## config.mk

```make
export PLATFORM = sky130hd
export DESIGN_NAME = mem_req_arbiter
export DESIGN_NICKNAME = d
export VERILOG_FILES = /design/src/rtl/mem_req_arbiter.sv
export SDC_FILE = /design/constraint.sdc
export NUM_CORES = 1
export LEC_CHECK = 0
export BUFFER_PORTS_ARGS = -buffer_cell sky130_fd_sc_hd__buf_2
export CORE_AREA = 2 2 297 299
export CTS_CLUSTER_SIZE = 14
export DETAILED_ROUTE_END_ITERATION = 16
export DIE_AREA = 0 0 299 301
export HOLD_SLACK_MARGIN = 0.02
export PLACE_DENSITY = 0.43
export SLEW_MARGIN = 20
export SYNTH_ARGS = -nofsm -noshare
export SYNTH_HDL_FRONTEND = slang
export SYNTH_SLANG_ARGS = --single-unit
```

## constraint.sdc

```tcl
create_clock -name clk -period 2.11 [get_ports clk]
set_input_delay 0.3165 -clock clk [delete_from_list [all_inputs] [get_ports clk]]
set_output_delay 0.3165 -clock clk [all_outputs]
set_load 0.02 [all_outputs]
```

## src/rtl/mem_req_arbiter.sv

```systemverilog
// mem_req_arbiter
//    Arbitrates the icache refill port and the dcache refill/writeback port onto
//    the single line-wide memory port. One transaction is in flight at a time.
//    I and D are served round-robin, and the memory response is routed back to
//    the side that was granted. A response watchdog and a response-type
//    consistency check raise sticky error flags.
//
// Ports
//    clk, rst           clock; synchronous active-low reset
//    i_req_i/i_addr_i   icache read request (level) and line address
//    i_resp_*_o         icache response pulse and refill line
//    d_req_i/d_we_i     dcache request (level); 1 = writeback, 0 = refill
//    d_addr_i/d_wdata_i dcache address and writeback data
//    d_size_i           dcache access size
//    d_resp_*_o         dcache response pulse and refill line
//    mem_*_o            request side of the memory port (registered)
//    mem_*_i            response side of the memory port
//    err_timeout_o      sticky: memory did not answer within TIMEOUT_CYCLES
//    err_mismatch_o     sticky: response kind/type disagrees with the granted request

package mem_req_arbiter_pkg;
   typedef enum logic [1:0] {
      SZ_BYTE = 2'd0,
      SZ_HALF = 2'd1,
      SZ_WORD = 2'd2,
      SZ_LINE = 2'd3
   } access_size_t;
endpackage

module mem_req_arbiter
   import mem_req_arbiter_pkg::*;
#(
   parameter int unsigned ADDR_WIDTH     = 32,
   parameter int unsigned LINE_WIDTH     = 128,
   parameter int unsigned TIMEOUT_CYCLES = 1024
) (
   input  logic                  clk,
   input  logic                  rst,
   input  logic                  i_req_i,
   input  logic [ADDR_WIDTH-1:0] i_addr_i,
   output logic                  i_resp_valid_o,
   output logic [LINE_WIDTH-1:0] i_resp_data_o,
   input  logic                  d_req_i,
   input  logic                  d_we_i,
   input  logic [ADDR_WIDTH-1:0] d_addr_i,
   input  logic [LINE_WIDTH-1:0] d_wdata_i,
   input  access_size_t          d_size_i,
   output logic                  d_resp_valid_o,
   output logic [LINE_WIDTH-1:0] d_resp_data_o,
   output logic                  mem_rd_req_o,
   output logic                  mem_wr_req_o,
   output logic                  mem_is_instr_o,
   output logic [ADDR_WIDTH-1:0] mem_addr_o,
   output logic [LINE_WIDTH-1:0] mem_wdata_o,
   output access_size_t          mem_size_o,
   input  logic                  mem_data_valid_i,
   input  logic                  mem_is_instr_i,
   input  logic [LINE_WIDTH-1:0] mem_data_i,
   input  logic                  mem_wr_done_i,
   output logic                  err_timeout_o,
   output logic                  err_mismatch_o
);

   typedef enum logic [1:0] {
      ST_IDLE,
      ST_BUSY,
      ST_RESP
   } state_t;

   typedef enum logic {
      OWN_I = 1'b0,
      OWN_D = 1'b1
   } owner_t;

   localparam int unsigned     CNT_W     = $clog2(TIMEOUT_CYCLES + 1);
   localparam logic [CNT_W-1:0] CNT_LIMIT = CNT_W'(TIMEOUT_CYCLES);

   state_t                state_q, state_d;
   owner_t                owner_q, owner_d;
   owner_t                rr_last_q, rr_last_d;
   logic                  we_q, we_d;
   logic [CNT_W-1:0]      cnt_q, cnt_d;

   logic                  mem_rd_req_q, mem_rd_req_d;
   logic                  mem_wr_req_q, mem_wr_req_d;
   logic                  mem_is_instr_q, mem_is_instr_d;
   logic [ADDR_WIDTH-1:0] mem_addr_q, mem_addr_d;
   logic [LINE_WIDTH-1:0] mem_wdata_q, mem_wdata_d;
   access_size_t          mem_size_q, mem_size_d;

   logic                  i_resp_valid_q, i_resp_valid_d;
   logic [LINE_WIDTH-1:0] i_resp_data_q, i_resp_data_d;
   logic                  d_resp_valid_q, d_resp_valid_d;
   logic [LINE_WIDTH-1:0] d_resp_data_q, d_resp_data_d;

   logic                  err_timeout_q, err_timeout_d;
   logic                  err_mismatch_q, err_mismatch_d;

   always_comb begin
      state_d        = state_q;
      owner_d        = owner_q;
      rr_last_d      = rr_last_q;
      we_d           = we_q;
      cnt_d          = cnt_q;
      mem_rd_req_d   = mem_rd_req_q;
      mem_wr_req_d   = mem_wr_req_q;
      mem_is_instr_d = mem_is_instr_q;
      mem_addr_d     = mem_addr_q;
      mem_wdata_d    = mem_wdata_q;
      mem_size_d     = mem_size_q;
      i_resp_valid_d = 1'b0;
      i_resp_data_d  = i_resp_data_q;
      d_resp_valid_d = 1'b0;
      d_resp_data_d  = d_resp_data_q;
      err_timeout_d  = err_timeout_q;
      err_mismatch_d = err_mismatch_q;

      unique case (state_q)
         ST_IDLE: begin
            if (i_req_i || d_req_i) begin
               // Contention goes to the side not served last; otherwise whoever asks.
               if (i_req_i && d_req_i) begin
                  owner_d = (rr_last_q == OWN_I) ? OWN_D : OWN_I;
               end else begin
                  owner_d = i_req_i ? OWN_I : OWN_D;
               end
               rr_last_d = owner_d;
               if (owner_d == OWN_I) begin
                  we_d        = 1'b0;
                  mem_addr_d  = i_addr_i;
                  mem_wdata_d = '0;
                  mem_size_d  = SZ_LINE;
               end else begin
                  we_d        = d_we_i;
                  mem_addr_d  = d_addr_i;
                  mem_wdata_d = d_wdata_i;
                  mem_size_d  = d_size_i;
               end
               mem_is_instr_d = (owner_d == OWN_I);
               mem_rd_req_d   = !we_d;
               mem_wr_req_d   = we_d;
               cnt_d          = '0;
               state_d        = ST_BUSY;
            end
         end

         ST_BUSY: begin
            if (mem_data_valid_i && (mem_is_instr_i != (owner_q == OWN_I))) begin
               err_mismatch_d = 1'b1;
            end
            if ((mem_data_valid_i && we_q) || (mem_wr_done_i && !we_q)) begin
               err_mismatch_d = 1'b1;
            end
            // Any done pulse completes the transaction, even one of the wrong kind,
            // so a misbehaving memory cannot wedge the port.
            if (mem_data_valid_i || mem_wr_done_i) begin
               mem_rd_req_d = 1'b0;
               mem_wr_req_d = 1'b0;
               if (owner_q == OWN_I) begin
                  i_resp_valid_d = 1'b1;
                  i_resp_data_d  = mem_data_i;
               end else begin
                  d_resp_valid_d = 1'b1;
                  d_resp_data_d  = mem_data_i;
               end
               state_d = ST_RESP;
            end else begin
               if (cnt_q != CNT_LIMIT) begin
                  cnt_d = cnt_q + 1'b1;
               end
               if (cnt_d == CNT_LIMIT) begin
                  err_timeout_d = 1'b1;
               end
            end
         end

         ST_RESP: begin
            state_d = ST_IDLE;
         end

         default: begin
            state_d = ST_IDLE;
         end
      endcase
   end

   always_ff @(posedge clk) begin
      if (!rst) begin
         state_q        <= ST_IDLE;
         owner_q        <= OWN_I;
         rr_last_q      <= OWN_I;
         we_q           <= 1'b0;
         cnt_q          <= '0;
         mem_rd_req_q   <= 1'b0;
         mem_wr_req_q   <= 1'b0;
         mem_is_instr_q <= 1'b0;
         mem_addr_q     <= '0;
         mem_wdata_q    <= '0;
         mem_size_q     <= SZ_BYTE;
         i_resp_valid_q <= 1'b0;
         i_resp_data_q  <= '0;
         d_resp_valid_q <= 1'b0;
         d_resp_data_q  <= '0;
         err_timeout_q  <= 1'b0;
         err_mismatch_q <= 1'b0;
      end else begin
         state_q        <= state_d;
         owner_q        <= owner_d;
         rr_last_q      <= rr_last_d;
         we_q           <= we_d;
         cnt_q          <= cnt_d;
         mem_rd_req_q   <= mem_rd_req_d;
         mem_wr_req_q   <= mem_wr_req_d;
         mem_is_instr_q <= mem_is_instr_d;
         mem_addr_q     <= mem_addr_d;
         mem_wdata_q    <= mem_wdata_d;
         mem_size_q     <= mem_size_d;
         i_resp_valid_q <= i_resp_valid_d;
         i_resp_data_q  <= i_resp_data_d;
         d_resp_valid_q <= d_resp_valid_d;
         d_resp_data_q  <= d_resp_data_d;
         err_timeout_q  <= err_timeout_d;
         err_mismatch_q <= err_mismatch_d;
      end
   end

   assign i_resp_valid_o = i_resp_valid_q;
   assign i_resp_data_o  = i_resp_data_q;
   assign d_resp_valid_o = d_resp_valid_q;
   assign d_resp_data_o  = d_resp_data_q;
   assign mem_rd_req_o   = mem_rd_req_q;
   assign mem_wr_req_o   = mem_wr_req_q;
   assign mem_is_instr_o = mem_is_instr_q;
   assign mem_addr_o     = mem_addr_q;
   assign mem_wdata_o    = mem_wdata_q;
   assign mem_size_o     = mem_size_q;
   assign err_timeout_o  = err_timeout_q;
   assign err_mismatch_o = err_mismatch_q;

endmodule

```

==> impl_metrics.json, run 1 <==
{
  "dpl-instance-area_mm2": 0.0211,
  "outcome": "complete, no violations",
  "tns_ps": 0,
  "dieArea_mm2": 0.0900,
  "ys_top_cells_by_count": "nand2_1 (524), dfxtp_1 (440), a21oi_1 (270)",
  "critPathCaptureType": "flop",
  "vias_per_cell": 4.09,
  "cts-buffers-inserted": 52,
  "crit_slowest_cell": "buf_4",
  "crit_buf_inv": 2,
  "min_path_type": "in2reg",
  "avgSynthCellArea_um2": 8.39,
  "maxCapViolCount": 0,
  "fin_skew_ps": 18.9,
  "synth_top_area_cell": "dfxtp_1",
  "hpwlAfterDp_um": 49000,
  "drc": 0,
  "area_delta_synth_final_pct": 64.8,
  "grt_first_pass_wirelength_um": 100000,
  "grt-busiest-layer": "met2",
  "dr.pass1.iters": 5,
  "dieHeight_um": 301,
  "antenna_found_initial": 1,
  "design.core.area_mm2": 0.0865,
  "cts_root_buf": "clkbuf_16",
  "arrival_ps": 2380,
  "rsz0062_at_grt": "false",
  "wl_per_cell_um": 16.6,
  "ys_types": 39,
  "clk_pin_slew_ps": 60,
  "ys_seq_elements": 440,
  "tightest_slew_ps": 531,
  "dominantRegCellSynth": "dfxtp_1",
  "grt_max_degree": 81,
  "crit_required_ps": 2590,
  "cts_sinks": 440,
  "final_cell_area_mm2": 0.0255,
  "async_flop_share_pct": 0,
  "grt_use_met2_pct": 23.6,
  "hold_violations": 0,
  "ios": 755,
  "port-buffer-count": 754,
  "worst-path-max-fanout": 57,
  "crit_family": "buffers and inverters",
  "cpPeakStageDelay_ps": 540,
  "routabilityCongestion": 0.832,
  "ys_seq_area_share_pct": 57.0,
  "power_density_mw_per_mm2": 866,
  "finalSetupViolations": 0,
  "grt_usage_pct": 14.2,
  "crit_type": "reg2reg",
  "num_rows": 108,
  "num_vias": 16500,
  "ctsHtreeMaxLevel": 2,
  "period_minus_slack_ps": 1890,
  "fmax_mhz": 528,
  "syn_inst": 1843,
  "utilization_pct": 29.5,
  "syn_area_mm2": 0.0155,
  "met1_usage_pct": 17.5,
  "yosysWarnings": 0,
  "p_leak_nw": 11.4,
  "antenna_left": 0,
  "path_cells": "buf_4 > nor3_2 > buf_4 > nand2_1 > o221a_2",
  "diodes": 0,
  "startpoint_type": "flop",
  "slew_violations": 0,
  "gr-total-overflow": 0,
  "yosysMostFrequentCell": "nand2_1",
  "start_util_pct": 17.9,
  "cp_common_cell": "buf_4",
  "power.total_mw": 22.0,
  "drive_gt1_share_pct": 32.4,
  "relSlewSlack_pct": 64.6,
  "cts_tree": "built",
  "fin_nets": 3178,
  "die_w_um": 299,
  "ir_drop_uv": 587,
  "synthesis.nets": 2175,
  "clkLatencyLatePin_ps": 590,
  "fin_hold_ws_ps": 72.0,
  "cts_buffer_depth": 3,
  "cts_resized": 0,
  "synth_edf_count": 0,
  "drt_iter0_markers": 919,
  "synth.area.top_cells": "dfxtp_1 (57%), nand2_1 (13%), a21oi_1 (8.7%)",
  "wirelength_um": 67200,
  "use_met3_pct": 3.49,
  "synth_top_area_share_pct": 57.0,
  "fin_crit_sh_pct": 89.7,
  "first_global_vias": 16500
}
[worst reg2reg max path, cell delays in order, from the launching register on]
cell and delay, ps:
dfxtp_1 320, buf_4 140, nor3_2 370, buf_4 540
nand2_1 150, o221a_2 270
[metrics by stage]
stage	instances	worst slack (ps)
2_1_floorplan	1843	222
3_3_place_gp	3683	54.2
3_5_place_dp	3683	86.1
4_1_cts	4039	131
5_1_grt	4042	21.7
6_report	4042	217
[layout make-up]
class	instances	area (um^2)
Sequential cell	440	8810
Fill cell	9417	61000
Timing Repair Buffer	1100	7340
Clock inverter	13	156
Clock buffer	82	1610
Multi-Input combinational cell	1247	6090
Inverter	5	26.3
Tap cell	1155	1450
[per-layer routing]
layer  vias to the layer above  wire [um]
met5                         -          0
li1                       8188          -
met2                       515      31900
met4                         0       2660
met1                      7676      28500
met3                       140       4170
[power by group]
| group | switching (mW) | internal (mW) | leakage, nW |
|---|---|---|---|
| sequential | 0.246 | 8.79 | 3.59 |
| combinational | 2.20 | 1.50 | 6.91 |
| clock | 3.76 | 5.56 | 0.865 |
[kinds of logic (layout without fill, tap and decap cells)]
kind of cell               after synthesis  after routing  share of synthesized area [%]
xor gates and xnor gates                 3              3                          0.170
and+or+nand+nor                        751            751                           18.9
muxes                                   33             33                           2.14
adders and majority gates                2              2                          0.162
buffers and inverters                  156           1200                           3.90
DFF                                    440            440                           57.0
AOI/OAI and AO/OA                      458            458                           17.7
[placed cells by master, fill, tap and decap left out, types with 2 or more instances in the layout]
cell           netlist  final
a211oi_1            33     33
a21oi_1            270    270
a22oi_1            128    128
a311oi_1             2      2
a31oi_1              3      3
and2_4               0      2
and3_1               2      2
buf_12               0     25
buf_2               14    754
buf_4                0     60
bufinv_16            0      3
clkbuf_1           132     12
clkbuf_16            0     53
clkbuf_8             0     17
clkinv_2             0      5
clkinvlp_4           0      2
dfxtp_1            440    440
dlygate4sd3_1        0    261
ha_1                 2      2
inv_1                5      4
inv_6                0      2
mux2i_1             33     33
nand2_1            524    523
nand2b_1             3      3
nand3_1              7      7
nand4b_1             2      2
nor2_1             187    186
nor3_1               7      6
o21ai_0             13     12
o221a_2              2      2
o31ai_1              2      2
or3_1                5      3
or3_4                0      2
or4_1                4      4
or4b_1               2      2
xnor2_1              2      2
[worst paths after layout]
kind / slack (ps) / startpoint / cells after the start / endpoint
max reg2reg: 220 / state_q[0] / 5 / mem_size_o[1]
min: 70 / d_addr_i[22] / 3 / mem_addr_o[22]
min reg2reg: 450 / d_resp_data_o[108] / 2 / d_resp_data_o[108]
max: 220 / state_q[0] / 5 / mem_size_o[1]
[sequential cells by signal, summed over array words and instances (netlist names), 2 cells and up]
name           cells
i_resp_data_o    128
mem_addr_o        32
mem_wdata_o      128
state_q            2
mem_size_o         2
d_resp_data_o    128
cnt_q             11
[what timing repair did]
action                                 4_1_cts  5_1_grt
hold buffers                               261        0
endpoints found under the hold margin      390        0
setup endpoints to repair                    0        4
setup buffers                                0        3
Power figures use the tool's default switching activity.
==> run 2: changes to the inputs <==
==> constraint.sdc (replaced) <==
create_clock -name clk -period 2.11 [get_ports clk]
set_input_delay 0.422 -clock clk [delete_from_list [all_inputs] [get_ports clk]]
set_output_delay 0.422 -clock clk [all_outputs]
set_load 0.02 [all_outputs]
==> run 2 against run 1 <==
Power is 3.7% lower. First-iteration DRC count is 4.2% lower. Sequential cell count stayed put. Sequential share of layout area is 3.7 points higher. Core utilization is 2.9 points lower. Worst setup slack better by 16 ps. Final cell count is 6.0% lower. Highest routed layer is now met5.
==> impl_metrics.json, run 2 (synthesized netlist as in run 1, its figures left out) <==
{
  "ctsHtreeMaxLevel": 2,
  "ir_drop_uv": 583,
  "hpwlAfterDp_um": 49200,
  "drc": 0,
  "fin_cells": 3800,
  "antenna_left": 0,
  "cts_buffer_depth": 3,
  "start_util_pct": 17.9,
  "fmax_mhz": 533,
  "num_vias": 15500,
  "fin_skew_ps": 18.4,
  "dieArea_mm2": 0.0900,
  "p_clk_share_pct": 41.8,
  "tightest_slew_ps": 423,
  "outcome": "complete, no violations",
  "tns_ps": 0,
  "min_path_type": "in2reg",
  "arrival_ps": 2400,
  "swShare_pct": 28.2,
  "power.total_mw": 21.2,
  "drive_gt1_share_pct": 34.9,
  "fin_nets": 2933,
  "hold_violations": 0,
  "final_cell_area_mm2": 0.0230,
  "crit_slowest_cell": "or3_1",
  "crit_type": "reg2reg",
  "p_comb_share_pct": 15.6,
  "relSlewSlack_pct": 71.6,
  "maxCapViolCount": 0,
  "cts_root_buf": "clkbuf_16",
  "final_common_cell": "buf_2",
  "switchingPower_mw": 5.99,
  "cts_resized": 0,
  "drt_iter0_markers": 880,
  "cts_sinks": 440,
  "routabilityCongestion": 0.829,
  "seqPwrFrac_pct": 42.6,
  "cpPeakStageDelay_ps": 440,
  "power_density_mw_per_mm2": 923,
  "critPathCaptureType": "flop",
  "vias_per_cell": 4.08,
  "dp_worst_setup_slack_ps": 69.2,
  "fin_crit_sh_pct": 89.0,
  "p_leak_nw": 10.3,
  "path_cells": "ha_1 > nand2_1 > or3_1 > xnor2_1 > o31ai_1 > a32o_1",
  "area_delta_synth_final_pct": 48.8,
  "dieHeight_um": 301,
  "antenna_found_initial": 9,
  "clk_pin_slew_ps": 60,
  "die_w_um": 299,
  "worst-path-max-fanout": 7,
  "clkLatencyLatePin_ps": 580,
  "setup_ws_ps": 233,
  "rsz0062_at_grt": "false",
  "num_rows": 108,
  "grt_first_pass_wirelength_um": 96500,
  "slew_violations": 0,
  "startpoint_type": "flop",
  "design.core.area_mm2": 0.0865,
  "dr.pass1.iters": 5,
  "finalSetupViolations": 0,
  "layout_common_cells": "buf_2 (754), nand2_1 (523), dfxtp_1 (440)",
  "utilization_pct": 26.6,
  "gr-total-overflow": 0,
  "wirelength_um": 65800,
  "crit_required_ps": 2630,
  "first_global_vias": 15200,
  "port-buffer-count": 754,
  "cts-buffers-inserted": 52,
  "fin_hold_ws_ps": 71.6,
  "grt_max_degree": 76,
  "placed_cells": 3678,
  "wl_per_cell_um": 17.3,
  "internal_power_mw": 15.2,
  "ios": 755,
  "grt_usage_pct": 13.8,
  "period_minus_slack_ps": 1880,
  "cts_tree": "built",
  "dpl-instance-area_mm2": 0.0211
}
-- run 2: critical path: cells and delay by family (launching register included) --
kind                     cells  cell delay [ps]
flip-flops                   1              410
AO/OA/AOI/OAI                2              540
XOR/XNOR                     1              150
AND/OR/NAND/NOR              2              510
adder cells (fa/ha/maj)      1              200
-- run 2: timing repair --
| item | in CTS | in global routing |
|---|---|---|
| hold buffers | 24 | 0 |
| hold endpoints to repair | 24 | 0 |
| setup buffers | 0 | 0 |
| endpoints found under the setup margin | 0 | 0 |
-- run 2: final timing paths --
kind / startpoint / endpoint / slack, ps / cells after the start
setup / recovery: cnt_q[0] / err_timeout_o / 230 / 6
setup reg to reg: cnt_q[0] / err_timeout_o / 230 / 6
hold / removal: d_wdata_i[91] / mem_wdata_o[91] / 70 / 3
hold reg to reg: d_resp_data_o[58] / d_resp_data_o[58] / 450 / 2
-- run 2: metal layers --
| layer | part of all wire (%) | track usage (%) |
|---|---|---|
| met5 | 0.041 | 0 |
| met4 | 2.8 | 4.71 |
| met3 | 6.6 | 3.88 |
| met2 | 49 | 23.2 |
| met1 | 42 | 16.9 |
-- run 2: power by group through the flow --
stage          logic [mW]  registers (mW)  clock network [mW]
6_report             3.32            9.04                8.88
5_1_grt              3.61            9.09                9.53
4_1_cts              3.37            9.04                9.22
3_5_place_dp         3.32            9.22                   0
3_3_place_gp         3.32            9.21                   0
2_1_floorplan        1.16            9.78                   0
-- run 2: layout make-up --
cell class	count	area, um^2
inverter	5	26.3
clock inverter	8	72.6
tap	1155	1450
fill	9634	63500
antenna	6	15.0
sequential	440	8810
multi-input combinational	1247	6090
clock buffer	84	1590
timing repair buffer	855	4940
